`src/rtl/mem_port_arbiter.sv`:
```
// Shares the mem_ctrl word port between instruction fetch (rq0) and data access (rq1), one transaction per grant.
// Build option MEM_ARB_FIXED_PRI_EN: requester 0 always wins a tie instead of round-robin.
module mem_port_arbiter #(
  parameter int unsigned ADDR_BITCOUNT = 64,
  parameter int unsigned WORD_SIZE     = 32
) (
  input  logic                     clk,
  input  logic                     rst,
  input  logic [1:0]               rq0_op,
  input  logic [ADDR_BITCOUNT-1:0] rq0_addr,
  input  logic [WORD_SIZE-1:0]     rq0_wdata,
  output logic                     rq0_grant,
  output logic [WORD_SIZE-1:0]     rq0_rdata,
  output logic                     rq0_done,
  input  logic [1:0]               rq1_op,
  input  logic [ADDR_BITCOUNT-1:0] rq1_addr,
  input  logic [WORD_SIZE-1:0]     rq1_wdata,
  output logic                     rq1_grant,
  output logic [WORD_SIZE-1:0]     rq1_rdata,
  output logic                     rq1_done,
  output logic [1:0]               mem_op,
  output logic [ADDR_BITCOUNT-1:0] mem_address,
  output logic [WORD_SIZE-1:0]     mem_wdata,
  input  logic [WORD_SIZE-1:0]     mem_rdata,
  input  logic                     mem_ready,
  input  logic                     mem_tx_done,
  input  logic                     mem_rd_valid
);

  localparam logic [1:0] OP_IDLE  = 2'b00;
  localparam logic [1:0] OP_READ  = 2'b01;
  localparam logic [1:0] OP_WRITE = 2'b10;

  typedef enum logic [1:0] {IDLE, ISSUE, WAIT, RESP} state_t;

  state_t                   state, state_next;
  logic                     win_id, win_id_next;
  logic                     last_grant, last_grant_next;
  logic [1:0]               hold_op, hold_op_next;
  logic [WORD_SIZE-1:0]     rd_word, rd_word_next;
  logic [WORD_SIZE-1:0]     resp_word;
  logic [ADDR_BITCOUNT-1:0] addr_next;
  logic [WORD_SIZE-1:0]     wdata_next;
  logic [1:0]               mem_op_next;
  logic                     rq0_grant_next, rq1_grant_next;
  logic                     rq0_done_next, rq1_done_next;
  logic [WORD_SIZE-1:0]     rq0_rdata_next, rq1_rdata_next;
  logic                     rq0_valid, rq1_valid, pick1;

  assign rq0_valid = (rq0_op == OP_READ) || (rq0_op == OP_WRITE);
  assign rq1_valid = (rq1_op == OP_READ) || (rq1_op == OP_WRITE);

  // Winner when arbitrating: requester 1 takes it only if alone or it is its turn
`ifdef MEM_ARB_FIXED_PRI_EN
  assign pick1 = rq1_valid && !rq0_valid;
`else
  assign pick1 = rq1_valid && (!rq0_valid || (last_grant == 1'b0));
`endif

  always_comb begin
    state_next      = state;
    win_id_next     = win_id;
    last_grant_next = last_grant;
    hold_op_next    = hold_op;
    rd_word_next    = rd_word;
    addr_next       = mem_address;
    wdata_next      = mem_wdata;
    rq0_rdata_next  = rq0_rdata;
    rq1_rdata_next  = rq1_rdata;
    mem_op_next     = OP_IDLE;
    rq0_done_next   = 1'b0;
    rq1_done_next   = 1'b0;
    resp_word       = '0;
    case (state)
      IDLE: begin
        if (mem_ready && (rq0_valid || rq1_valid)) begin
          state_next   = ISSUE;
          win_id_next  = pick1;
          hold_op_next = pick1 ? rq1_op : rq0_op;
          addr_next    = pick1 ? rq1_addr : rq0_addr;
          wdata_next   = pick1 ? rq1_wdata : rq0_wdata;
          rd_word_next = '0;
          mem_op_next  = hold_op_next;
        end
      end
      ISSUE: state_next = WAIT;
      WAIT: begin
        // A read beat coinciding with completion is still captured
        if (mem_rd_valid) rd_word_next = mem_rdata;
        if (mem_tx_done) begin
          state_next = RESP;
          resp_word  = (hold_op == OP_WRITE) ? '0 : rd_word_next;
          if (win_id) begin
            rq1_done_next  = 1'b1;
            rq1_rdata_next = resp_word;
          end else begin
            rq0_done_next  = 1'b1;
            rq0_rdata_next = resp_word;
          end
        end
      end
      RESP: begin
        state_next      = IDLE;
        last_grant_next = win_id;
      end
      default: state_next = IDLE;
    endcase
    rq0_grant_next = (state_next != IDLE) && !win_id_next;
    rq1_grant_next = (state_next != IDLE) && win_id_next;
  end

  always_ff @(posedge clk) begin
    if (rst) begin
      state       <= IDLE;
      win_id      <= 1'b0;
      last_grant  <= 1'b1;
      hold_op     <= OP_IDLE;
      rd_word     <= '0;
      mem_op      <= OP_IDLE;
      mem_address <= '0;
      mem_wdata   <= '0;
      rq0_grant   <= 1'b0;
      rq1_grant   <= 1'b0;
      rq0_done    <= 1'b0;
      rq1_done    <= 1'b0;
      rq0_rdata   <= '0;
      rq1_rdata   <= '0;
    end else begin
      state       <= state_next;
      win_id      <= win_id_next;
      last_grant  <= last_grant_next;
      hold_op     <= hold_op_next;
      rd_word     <= rd_word_next;
      mem_op      <= mem_op_next;
      mem_address <= addr_next;
      mem_wdata   <= wdata_next;
      rq0_grant   <= rq0_grant_next;
      rq1_grant   <= rq1_grant_next;
      rq0_done    <= rq0_done_next;
      rq1_done    <= rq1_done_next;
      rq0_rdata   <= rq0_rdata_next;
      rq1_rdata   <= rq1_rdata_next;
    end
  end

endmodule

```
`config.mk`:
```
export PLATFORM = sky130hd
export DESIGN_NAME = mem_port_arbiter
export DESIGN_NICKNAME = d
export VERILOG_FILES = /design/src/rtl/mem_port_arbiter.sv
export SDC_FILE = /design/constraint.sdc
export NUM_CORES = 1
export LEC_CHECK = 0
export CAP_MARGIN = 40
export CORE_ASPECT_RATIO = 1.25
export CORE_MARGIN = 10
export CORE_UTILIZATION = 41
export CTS_CLUSTER_SIZE = 25
export DETAILED_ROUTE_END_ITERATION = 8
export GPL_TIMING_DRIVEN = 0
export PLACE_DENSITY = 0.81
export SETUP_SLACK_MARGIN = 0.3
export SLEW_MARGIN = 5
export SYNTH_ARGS = -nofsm -noshare
export SYNTH_HDL_FRONTEND = slang
export SYNTH_SLANG_ARGS = --single-unit
```
`constraint.sdc`:
```
create_clock -name clk -period 2.17 [get_ports clk]
set_clock_uncertainty 0.2 [all_clocks]
set_input_delay 0.3255 -clock clk [delete_from_list [all_inputs] [get_ports clk]]
set_output_delay 0.3255 -clock clk [all_outputs]
set_load 0.05 [all_outputs]
```
==> impl_metrics.tcl <==
set metrics [dict create \
    p_sw_mw 6.12 \
    synth-seq-area-share_pct 49.6 \
    grt_util_all_layers_pct 26.6 \
    io_buffers 397 \
    synth.most_common_cell "a21oi_1" \
    synth_flop_cell "dfxtp_1" \
    p_per_area_mw_per_mm2 1090 \
    cts_buffer_depth 3 \
    netlist_top_cells_count "a21oi_1, nand2_1, dfxtp_1" \
    fin_ws_ns 0.328 \
    peakVddDrop_v 0.000825 \
    cts.htree.levels 1 \
    path_buf_inv 1 \
    dieHeight_um 178 \
    grt_overflow 0 \
    timing.critical_path.required_ns 1.64 \
    synth.avg_cell_area_um2 8.00 \
    synthesis.area_mm2 0.00823 \
    dp_hpwl_um 29700 \
    synth_instances 1029 \
    worst_setup_path_startpoint "mem_wdata[0]" \
    timing.final.max_slew_violations 0 \
    clk_latency_ns 0.51 \
    placement_setup_slack_ns -0.514 \
    clk_pin_slew_worst_paths_ns 0.07 \
    full_die_area_mm2 0.0262 \
    numCtsBuffers 22 \
    global_route_wire_length_before_repair_um 54400 \
    final_nets 1694 \
    holdCritPathClass "in2reg" \
    slew_of_the_pin_with_the_lowest_slew_margin_ns 0.632 \
    power.share.combinational_pct 40.7 \
    hold_end "mem_address[12]" \
    rows 57 \
    finalWeightedCongestion 0.961 \
    rr_startpoint "state[1]" \
    synth_largest_area_cell "dfxtp_1" \
    synth.yosys.warnings 0 \
    clock_tree.root_cell "clkbuf_16" \
    synth.ff_latch_count 204 \
    avgRoutedWirePerCell_um 21.4 \
    dpl.cell_count 1691 \
    ios 399 \
    hold_viol_final 0 \
    grt_pass1_vias 9236 \
    layout.cell_area.non_filler_mm2 0.0139 \
    grt_max_degree 16 \
    finalNonFillerCells 1753 \
    placement.cell_area_mm2 0.0125 \
    power.leakage_nw 5.48 \
    worst_endpoint_data_arrival_time_ns 1.32 \
    min_period_ns 1.84 \
    clock_sink_count 204 \
    worst_hold_path_cells 3 \
    areaGrowthSynthToFinish_pct 69.0 \
    power_frac_clock_pct 28.0 \
    critPathCaptureType "output port" \
    drt_pass1_iterations 5 \
    timing.final.setup_violations 0 \
    finalWirelength_um 37500 \
    dieWidth_um 147 \
    hold_slack_ns 0.159 \
    final_min_period_over_clock_period_pct 84.9 \
    critical_path.slowest_cell "dfxtp_1" \
    max_cap_viol_count 0 \
    r2r_cells 9 \
    synth.area.top_cells "dfxtp_1, a21oi_1, nand2_1" \
    post_cts_hold_fix_bufs 0 \
    design.core.area_mm2 0.0196 \
    ys_async_sr_fraction_pct 0 \
    rsz0062_at_grt "true" \
    synth_enable_flop_cells 0 \
    synth_top_cell_area_share_pct 49.6 \
    worst_reg2reg_setup_slack_ns 0.37 \
    grt_antenna_before_repair 16 \
    floorplan.initialDensity_pct 42.0 \
    timing.max_slew.rel_slack_pct 57.9 \
    cell_internal_pwr_mw 9.10 \
    cts_tree "built" \
    synth_cell_types 31 \
    run_status "complete, no violations" \
    cp_cell_sequence "clkdlybuf4s15_2" \
    postRouteAntennaNets 0 \
    startpoint_to_endpoint_class_of_the_critical_path "reg2out" \
    worstHoldStart "rq0_addr[12]" \
    worstReg2RegEnd "mem_address[36]" \
    max_clock_freq_ghz 0.543 \
    p_total_mw 15.2 \
    vias_per_cell 5.23 \
    syn_nets 1266 \
    fillerInstances 1525 \
    ratio_of_cells_with_drive_above_1_in_the_final_layout_pct 20.8 \
    critical_path_peak_fanout 2 \
    cpLargestDelayFamily "flip-flops" \
    drt_drc_violations_left 0 \
    max_incr_delay_on_cp_ns 0.41 \
    detailedRoute.firstIterationViolations 487 \
    startpoint_class_of_the_critical_path "flop" \
    p_sw_share_pct 40.2 \
    vias 9160 \
    p_seq_share_pct 31.4 \
]
[cell type report]
cell class | instances | area (um^2) | share of cell area (%)
repair buffers | 404 | 4240 | 30.4
flip-flops and latches | 204 | 4090 | 29.4
multi-input cells | 726 | 3860 | 27.7
clock buffers | 27 | 621 | 4.46
plain buffers | 92 | 502 | 3.61
well taps | 265 | 332 | 2.38
clock inverters | 13 | 213 | 1.53
diodes | 15 | 37.5 | 0.270
inverters | 7 | 28.8 | 0.207
[cells in the final DEF (no fill, tap or decap), types with 3 or more instances in the layout]
master,netlist,layout
clkbuf_4,0,12
dfxtp_2,0,3
dfxtp_1,204,201
bufinv_16,0,5
buf_6,0,5
clkinv_4,0,3
mux2i_1,33,32
a21oi_2,2,14
buf_2,35,20
dlymetal6s2s_1,0,4
inv_1,7,5
o21ai_0,99,99
clkdlybuf4s15_2,0,159
nor2_1,36,35
clkdlybuf4s50_1,0,227
diode_2,0,15
nand2_1,234,234
a32o_1,32,32
clkbuf_1,53,26
clkbuf_16,0,23
clkbuf_8,0,3
clkbuf_2,0,29
buf_4,3,10
a21oi_1,263,250
[logic make-up after synthesis]
family          after synthesis  share of synthesized area, %
buf+inv                      99                          5.18
flops                       204                          49.6
fa+ha+maj                     4                         0.608
mux                          33                          4.01
xor+xnor                      4                         0.426
simple gates                277                          12.8
compound gates              408                          27.3
[worst max-delay path by stage]
| stage | endpoint | slack [ns] | cells past startpoint |
|---|---|---|---|
| 2_1_floorplan | rq0_rdata[10] | 0.39 | 8 |
| 4_1_cts | mem_address[59] | 0.13 | 1 |
| 5_1_grt | rq1_rdata[8] | 0.29 | 7 |
| 3_5_place_dp | mem_address[60] | -0.51 | 7 |
| 6_report | mem_wdata[0] | 0.33 | 1 |
| 3_3_place_gp | mem_address[62] | -0.50 | 7 |
[registers in the layout, summed over array words and instances (netlist names)]
signal	cells
rq1_done	1
win_id	1
rq1_rdata	32
state	2
hold_op	2
rq1_grant	1
mem_op	2
mem_address	64
mem_wdata	32
rd_word	32
rq0_done	1
last_grant	1
rq0_grant	1
rq0_rdata	32
[power by group through the flow]
stage / Sequential (mW) / Combinational (mW) / Clock (mW)
detailed placement: 4.80 / 6.07 / 0
finish: 4.77 / 6.19 / 4.26
global route: 4.83 / 6.58 / 4.45
global placement: 4.78 / 6.05 / 0
CTS: 4.75 / 6.05 / 4.30
floorplan: 6.75 / 1.74 / 0
[through the flow]
stage,setup TNS [ns],utilization (%)
2_1_floorplan,0,-
5_1_grt,0,70.8
3_5_place_dp,-49.32,63.9
6_report,0,70.9
3_3_place_gp,-47.07,63.9
4_1_cts,0,70.0
[metal layers]
layer	track usage (%)	share of wire, %	vias up
met4	9.77	2.7	6
met1	27.7	36	4281
li1	-	-	4427
met2	47.0	50	383
met3	11.1	11	63
met5	0	0.12	-
[timing repair]
| item | CTS | global route |
|---|---|---|
| buffers inserted | 5 | 2 |
| pin swaps | 2 | 2 |
| setup endpoints to repair | 360 | 201 |
| resized for setup | 520 | 83 |
Note: power is estimated with default switching activity, not from simulation.
